### src/rtl/uart_tx_scheduler.sv
// uart_tx_scheduler
//   Round-robin scheduler sharing one UART TX line among NUM_REQ byte sources.
//   Each accepted byte is sent as 8N1, LSB first, one bit per baud_clk strobe.
//   Optional even parity bit: define UART_TX_SCHED_PARITY_EN.
//
// Ports
//   clk        system clock (posedge)
//   reset      asynchronous, active-high reset
//   baud_clk   one-clk strobe per bit period
//   req_valid  per-requester byte pending
//   req_data   byte i at [8i+7:8i]
//   req_ready  one-hot accept pulse (IDLE only)
//   serial_out UART line, idle high
//   busy       high from accept until frame completes
//   grant_id   requester owning the current or last frame
module uart_tx_scheduler #(
  parameter int NUM_REQ = 4,
  parameter int ID_W    = $clog2(NUM_REQ)
) (
  input  logic                 clk,
  input  logic                 reset,
  input  logic                 baud_clk,
  input  logic [NUM_REQ-1:0]   req_valid,
  input  logic [8*NUM_REQ-1:0] req_data,
  output logic [NUM_REQ-1:0]   req_ready,
  output logic                 serial_out,
  output logic                 busy,
  output logic [ID_W-1:0]      grant_id
);

`ifdef UART_TX_SCHED_PARITY_EN
  localparam int FRAME_LEN = 11;
`else
  localparam int FRAME_LEN = 10;
`endif

  typedef enum logic [1:0] {IDLE, ARMED, SEND} state_t;

  state_t               state_q, state_d;
  logic [FRAME_LEN-1:0] frame_q, frame_d;
  logic [3:0]           bitcnt_q, bitcnt_d;
  logic                 serial_q, serial_d;
  logic                 busy_q, busy_d;
  logic [ID_W-1:0]      grant_q, grant_d;
  logic [ID_W-1:0]      ptr_q, ptr_d;

  logic                 win_found;
  logic [ID_W-1:0]      win_id;
  logic [ID_W-1:0]      cand;
  logic [31:0]          idx;
  logic [7:0]           win_data;

  // Scan from ptr+1 upward (mod NUM_REQ); first valid requester wins.
  always_comb begin
    win_found = 1'b0;
    win_id    = '0;
    idx       = '0;
    cand      = '0;
    for (int unsigned k = 1; k <= NUM_REQ; k++) begin
      idx  = (32'(ptr_q) + k) % NUM_REQ;
      cand = ID_W'(idx);
      if (!win_found && req_valid[cand]) begin
        win_found = 1'b1;
        win_id    = cand;
      end
    end
    win_data = '0;
    for (int unsigned i = 0; i < NUM_REQ; i++) begin
      if (ID_W'(i) == win_id) win_data = req_data[8*i +: 8];
    end
  end

  always_comb begin
    req_ready = '0;
    if (state_q == IDLE && win_found && !reset) req_ready[win_id] = 1'b1;
  end

  always_comb begin
    state_d  = state_q;
    frame_d  = frame_q;
    bitcnt_d = bitcnt_q;
    serial_d = serial_q;
    busy_d   = busy_q;
    grant_d  = grant_q;
    ptr_d    = ptr_q;
    case (state_q)
      IDLE: begin
        serial_d = 1'b1;
        if (win_found) begin
`ifdef UART_TX_SCHED_PARITY_EN
          frame_d = {1'b1, ^win_data, win_data, 1'b0};
`else
          frame_d = {1'b1, win_data, 1'b0};
`endif
          grant_d  = win_id;
          ptr_d    = win_id;
          busy_d   = 1'b1;
          bitcnt_d = '0;
          state_d  = ARMED;
        end
      end
      // Start bit is launched on a strobe so it lasts a full baud period.
      ARMED: begin
        if (baud_clk) begin
          serial_d = frame_q[0];
          frame_d  = {1'b1, frame_q[FRAME_LEN-1:1]};
          bitcnt_d = 4'd1;
          state_d  = SEND;
        end
      end
      SEND: begin
        if (baud_clk) begin
          if (bitcnt_q < 4'(FRAME_LEN)) begin
            serial_d = frame_q[0];
            frame_d  = {1'b1, frame_q[FRAME_LEN-1:1]};
            bitcnt_d = bitcnt_q + 4'd1;
          end else begin
            // Stop bit has now been on the line for a full period.
            serial_d = 1'b1;
            busy_d   = 1'b0;
            state_d  = IDLE;
          end
        end
      end
      default: state_d = IDLE;
    endcase
  end

  always_ff @(posedge clk or posedge reset) begin
    if (reset) begin
      state_q  <= IDLE;
      frame_q  <= '0;
      bitcnt_q <= '0;
      serial_q <= 1'b1;
      busy_q   <= 1'b0;
      grant_q  <= '0;
      ptr_q    <= ID_W'(NUM_REQ - 1);
    end else begin
      state_q  <= state_d;
      frame_q  <= frame_d;
      bitcnt_q <= bitcnt_d;
      serial_q <= serial_d;
      busy_q   <= busy_d;
      grant_q  <= grant_d;
      ptr_q    <= ptr_d;
    end
  end

  assign serial_out = serial_q;
  assign busy       = busy_q;
  assign grant_id   = grant_q;

endmodule

### config.mk
export PLATFORM = sky130hd
export DESIGN_NAME = uart_tx_scheduler
export DESIGN_NICKNAME = d
export VERILOG_FILES = /design/src/rtl/uart_tx_scheduler.sv
export SDC_FILE = /design/constraint.sdc
export NUM_CORES = 1
export LEC_CHECK = 0
export CORE_ASPECT_RATIO = 0.8
export CORE_MARGIN = 4
export CORE_UTILIZATION = 40
export CTS_CLUSTER_SIZE = 30
export DETAILED_ROUTE_END_ITERATION = 6
export GPL_TIMING_DRIVEN = 0
export HOLD_SLACK_MARGIN = 0.15
export PLACE_DENSITY = 0.81
export SYNTH_ARGS = -nofsm -noshare
export SYNTH_HDL_FRONTEND = slang
export SYNTH_SLANG_ARGS = --single-unit
### constraint.sdc
create_clock -name clk -period 2.4 [get_ports clk]
set_clock_uncertainty 0.05 [all_clocks]
set_input_delay 0.24 -clock clk [delete_from_list [all_inputs] [get_ports clk]]
set_output_delay 0.24 -clock clk [all_outputs]
set_load 0.05 [all_outputs]
==> results of run 1 <==
[cell families after synthesis]
logic type | after synthesis | synth area share [%]
fa+ha+maj | 5 | 4.21
mux | 15 | 10.5
simple gates | 50 | 17.0
flops | 22 | 37.3
buf+inv | 22 | 5.90
compound gates | 55 | 25.0
[power groups by stage]
| stage | logic [mW] | clock network [mW] | registers (mW) |
|---|---|---|---|
| 3_5_place_dp | 1.57 | 0 | 0.634 |
| 6_report | 1.71 | 0.238 | 0.652 |
| 2_1_floorplan | 1.10 | 0 | 0.705 |
| 3_3_place_gp | 1.53 | 0 | 0.631 |
| 5_1_grt | 1.92 | 0.258 | 0.673 |
| 4_1_cts | 1.61 | 0.242 | 0.651 |
[repair_timing]
item                                    4_1_cts  5_1_grt
setup buffers                                 1        6
endpoints found under the setup margin        5        5
gates cloned                                  0        1
hold endpoints to repair                      0        0
pin swaps                                     1        1
resized for setup                            32        8
[Yosys cell counts (3+ instances only)]
| library cell | count | area [µm²] |
|---|---|---|
| dfrtp_1 | 19 | 475 |
| a21oi_1 | 18 | 90.1 |
| nand2_1 | 18 | 67.6 |
| inv_1 | 11 | 41.3 |
| mux2i_1 | 10 | 100 |
| nand3_1 | 10 | 50.1 |
| a22o_1 | 9 | 78.8 |
| clkbuf_1 | 9 | 33.8 |
| nor2b_1 | 6 | 37.5 |
| o211ai_1 | 6 | 45.0 |
| o21ai_0 | 6 | 30.0 |
| ha_1 | 5 | 62.6 |
| mux2_2 | 5 | 56.3 |
| nor2_1 | 5 | 18.8 |
| dfstp_2 | 3 | 78.8 |
| o22ai_1 | 3 | 18.8 |
[state kept, by name, indices dropped and copies added, names as in the netlist]
| name | count |
|---|---|
| frame_q | 10 |
| ptr_q | 2 |
| busy | 1 |
| state_q | 2 |
| grant_id | 2 |
| serial_out | 1 |
| bitcnt_q | 4 |
[critical path, delay by kind of cell, from the launching register on]
kind | cells | cell delay (ns)
flip-flops | 1 | 0.63
buffers and inverters | 3 | 0.54
AO/OA/AOI/OAI | 1 | 0.40
AND/OR/NAND/NOR | 1 | 0.18
[cell type report]
cell class                 instances  area (µm²)
fill                             299        1330
inverter                          11        41.3
sequential                        22         554
multi-input combinational        125         906
buffer                             8        48.8
clock buffer                       4        45.0
timing repair buffer              54         522
tap                               42        52.6
[metal layers]
layer / up-vias / routed length [µm]
met3: 7 / 173
met4: 0 / 38
met2: 36 / 2000
li1: 721 / -
met1: 731 / 2050
met5: - / 0
[path summary, 6_finish.rpt]
| kind | from | endpoint | slack (ns) |
|---|---|---|---|
| worst max-delay path | ptr_q[0] | req_ready[2] | 0.11 |
| worst min-delay path | frame_q[9] | frame_q[9] | 0.43 |
| worst max register to register | ptr_q[0] | frame_q[7] | 0.25 |
| worst min register to register | frame_q[9] | frame_q[9] | 0.43 |
| max in group asynchronous | reset | frame_q[9] | 1.14 |
| min in group asynchronous | reset | grant_id[1] | 0.61 |
[per-stage QoR]
stage / worst slack, ns / power [mW]
CTS: 0.0252 / 2.50
floorplan: -0.211 / 1.80
global route: -0.0144 / 2.85
global placement: -0.845 / 2.16
detailed placement: -0.859 / 2.20
finish: 0.107 / 2.60
==> metrics.txt, run 1 <==
Max-cap violations=0; Die Height=between 60 and 70 µm; fmax=about 0.44 GHz; I/O Pins=47; Mapped Nets=between 200 and 250; Pleak=roughly 0.95 nW; met2 Use GR=a little over a quarter; sw frac=around 45%; Primary FF master, synth=dfrtp_1; vias in the first global route=roughly 1400; CP max FO=7; dpl cells=roughly 260; layout cells sized above 1=between 10% and 20%; total clock sinks=22; hold slack=~0.43 ns; Pre-Repair DR Iteration Count=4; GR peak layer=met2; Int Power=around 1.4 mW; num rows=19; CTS root buffer=clkbuf_8; drt drc=0; CTS clock-pin slew for the worst setup and hold paths=0.08 ns; Switch Pwr=1.18 mW; Pwr Density=1200 nW/µm²; Setup CP Type=reg -> out; vias per std cell=approximately 5.6; Slew Limit Fails=0; TritonCTS Buffers=3; CTS Hold Bufs=0; CTS tree=yes; most common cell after layout, fill and taps aside=clkdlybuf4s50_1; pin count of the biggest net entering global routing=23; arrival time worst endpoint=about 2.0 ns; antenna cell count=0; Finished Layout Cells=266; met1 Track Usage GR=roughly 25%; Hold Violations, Final=0; met3 Use GR=~4.0%; antenna violations before repair=0; Setup TNS=0 ns; clock share of power=9.1%; port bufs=between 40 and 50; Design Area, Final=roughly 2200 µm²; CP startpoint kind=flop; Final #Nets=between 200 and 300; status=finished, final reports clean; HPWL Detailed=roughly 3000 µm; Via Count=between 1000 and 1500; worst slew pin tran=approximately 0.9 ns; final wirelength=about 4300 µm; Post-Syn Instances=between 150 and 200; Iter 0 DRT Violations=140; FF+latch count, synth=22; Die Footprint=between 4000 and 5000 µm²; Die Wd=76.1 µm; CP Data Required Time=roughly 2.1 ns; GRT Overall Usage=between 10% and 20%; Tmin final=2.29 ns; final worst-path cycle share=95.5%; Post-Syn Area per Cell=around 9 µm²; register area share after synthesis=37.3%; GP Congestion=slightly below 0.9; core area=roughly 3500 µm²; Logic pwr share=about two thirds; most frequent cells in the layout=clkdlybuf4s50_1 (40), dfrtp_1 (19), a21oi_1 (17), nand2_1 (17), inv_1 (11); synthesized area=between 1000 and 1500 µm²; global-route wire length before repair=6960 µm; Yosys cell types=37; worst vdd ir=a little under 0.0007 V; CP peak stage delay=0.63 ns; setup-violating endpoint count in the final report=0; sequential power share=about a quarter; post-place instance area=between 2000 and 2500 µm²; Yosys warning total=0; Initial Util=between 40% and 50%; WL per Instance=approximately 16 µm; Reg2Reg Depth=7; Slew headroom=40.1%; Max stage delay cell, worst path=dfstp_2; worst min-delay path category=reg -> reg; Crit. End Element=output port; htree depth=1; Async SR Flop Fraction=100%; Worst-Skew Late Latency=approximately 0.26 ns; ANT nets after route=0; hold path cells=2; CP Cell Sequence=inv_1 -> a311oi_4 -> buf_6 -> nor4b_2 -> buf_4; final core occ=62.1%; Clock Path Buffers=2; number of synthesized flops with an enable pin=0; Area growth syn-to-layout=46.1%; total global routing overflow=0
(Power assumes the default switching activity.)
==> run 2, diff against run 1 <==
Settings changed: CTS_BUF_LIST set to sky130_fd_sc_hd__clkbuf_2.
==> run 2 against run 1 <==
Worst setup slack worse by 0.082 ns; combinational power grew 6%; power up 1.1%; critical endpoint unchanged; largest cell class unchanged.
==> metrics.txt, run 2 (synthesis gave the netlist of run 1 again) <==
RR Startpoint=state_q[1] (was ptr_q[0]); Pwr Density=1190 nW/µm² (was 1200 nW/µm²); core area=3490 µm² (unchanged); HPWL Detailed=3040 µm (unchanged); Initial Util=42.5% (unchanged); CP Cell Sequence=clkdlybuf4s50_1 -> nor2_4 -> o31ai_4 -> a311oi_4 -> buf_6 -> nor4b_4 -> buf_6 (was inv_1 -> a311oi_4 -> buf_6 -> nor4b_2 -> buf_4); layout cells sized above 1=20.3% (was 17.0%); top flop regs=frame_q x10, bitcnt_q x4 (unchanged); GR peak layer=met2 (unchanged); status=finished, final reports clean (unchanged); Tmin final=2.37 ns (was 2.29 ns); reg-to-reg slack, setup=0.26 ns (was 0.25 ns); total clock sinks=22 (unchanged); final worst slack=0.0251 ns (was 0.107 ns); hold path startpoint=frame_q[0] (was frame_q[9]); GRT Overall Usage=17.6% (was 17.3%); most frequent cells in the layout=clkdlybuf4s50_1 (42), dfrtp_1 (19), a21oi_1 (17), nand2_1 (17), buf_4 (12) (was clkdlybuf4s50_1 (40), dfrtp_1 (19), a21oi_1 (17), nand2_1 (17), inv_1 (11)); Die Wd=76.1 µm (unchanged); I/O Pins=47 (unchanged); Pleak=0.939 nW (was 0.948 nW); Crit. End Element=output port (unchanged); ANT nets after route=0 (unchanged); port bufs=46 (unchanged); Most flops, register=frame_q (unchanged); Hold Violations, Final=0 (unchanged); final worst-path cycle share=99.0% (was 95.5%); Die Height=62.5 µm (unchanged); Iter 0 DRT Violations=133 (was 140); Slew Limit Fails=0 (unchanged); vias per std cell=5.58 (was 5.62); Largest register FFs=10 (unchanged); worst min-delay path category=reg -> reg (unchanged); Max-cap violations=0 (unchanged); Final #Nets=272 (was 269); worst vdd ir=0.000692 V (was 0.000683 V); CTS root buffer=clkbuf_2 (was clkbuf_8); Worst-Skew Late Latency=0.34 ns (was 0.26 ns); met3 Use GR=4.76% (was 4.03%); setup slack at placement=-0.859 ns (unchanged); Slew headroom=41.9% (was 40.1%); arrival time worst endpoint=2.08 ns (was 2.00 ns); WL per Instance=16.0 µm (about the same); RSZ-0062 raised after global routing=true; pin count of the biggest net entering global routing=23 (unchanged); fmax=0.421 GHz (was 0.436 GHz); met1 Track Usage GR=25.2% (was 24.7%); family with the most delay on the worst path=buffers and inverters (was flip-flops); Pre-Repair DR Iteration Count=4 (unchanged); CP max FO=9 (was 7); critical path's most frequent cell=buf_6; Critical Path Start=req_valid[1] (was ptr_q[0]); Via Count=1502 (was 1495); Critical path buffers and inverters=3 (unchanged); Max stage delay cell, worst path=clkdlybuf4s50_1 (was dfstp_2); worst slew pin tran=0.870 ns (was 0.898 ns); Setup CP Type=in -> out (was reg -> out); Setup TNS=0 ns (unchanged); drt drc=0 (unchanged); most common cell after layout, fill and taps aside=clkdlybuf4s50_1 (unchanged); CP Data Required Time=2.11 ns (about the same); CP peak stage delay=0.57 ns (was 0.63 ns); met2 Use GR=26.6% (was 27.1%); GP Congestion=0.881 (unchanged); htree depth=1 (unchanged); CP startpoint kind=input pin (was flop); global-route wire length before repair=7020 µm (was 6960 µm); final wirelength=4300 µm (was 4260 µm); Clock Path Buffers=2 (unchanged); Area growth syn-to-layout=48.3% (was 46.1%); antenna violations before repair=0 (unchanged); num rows=19 (unchanged); Die Footprint=4760 µm² (unchanged); CTS tree=yes (unchanged); setup-violating endpoint count in the final report=0 (unchanged); antenna cell count=0 (unchanged); total global routing overflow=0 (unchanged); TritonCTS Buffers=3 (unchanged); vias in the first global route=1440 (was 1431); CTS clock-pin slew for the worst setup and hold paths=0.22 ns (was 0.08 ns)
## run 2: cell count changes in the layout (fill, tap and decap cells not counted), sizes merged
cell           delta
clkdlybuf4s15     -1
dlymetal6s2s      -3
clkdlybuf4s50     +2
buf               +6
clkbuf            -1
## run 2: through the flow
step	util [%]	total power, mW	cell area [µm²]	hold slack [ns]	instances
2_1_floorplan	-	1.80	1510	0.177	169
3_3_place_gp	57.8	2.16	2020	0.377	257
3_5_place_dp	57.8	2.20	2020	0.402	257
4_1_cts	60.2	2.45	2100	0.460	264
5_1_grt	63.0	2.88	2200	0.468	269
6_report	63.0	2.63	2200	0.461	269
## run 2: layout make-up
class	instances	area, µm²
inverter	11	41.3
fill	303	1290
sequential	22	554
buffer	8	50.0
clock buffer	4	20.0
multi-input combinational	125	946
timing repair buffer	57	538
tap	42	52.6
## run 2: tightest hold or removal path, delay by kind of cell (launching register included)
kind	cells	cell delay, ns
simple gates	2	0.10
flops	1	0.40
## run 2: power breakdown
group | switching [mW] | total, mW | internal [mW]
Sequential | 0.105 | 0.647 | 0.542
Combinational | 0.999 | 1.82 | 0.823
Clock | 0.118 | 0.162 | 0.0441
Total | 1.22 | 2.63 | 1.41
## run 2: final timing paths
path                                end  cells past startpoint
min in group asynchronous   grant_id[1]                      2
setup reg to reg             serial_out                      6
hold reg to reg              frame_q[0]                      2
hold / removal               frame_q[0]                      2
setup / recovery           req_ready[2]                      7
max in group asynchronous    frame_q[5]                      2
## run 2: timing repair
item | 4_1_cts | 5_1_grt
gates resized for setup | 32 | 18
endpoints found under the setup margin | 6 | 5
pin swaps | 1 | 3
buffers inserted | 4 | 7
hold buffers | 0 | 0
## run 2: layer usage
| metal | up-vias | wire length [µm] |
|---|---|---|
| met2 | 36 | 2070 |
| met3 | 6 | 199 |
| met5 | - | 0 |
| met4 | 0 | 63 |
| met1 | 730 | 1960 |
| li1 | 730 | - |
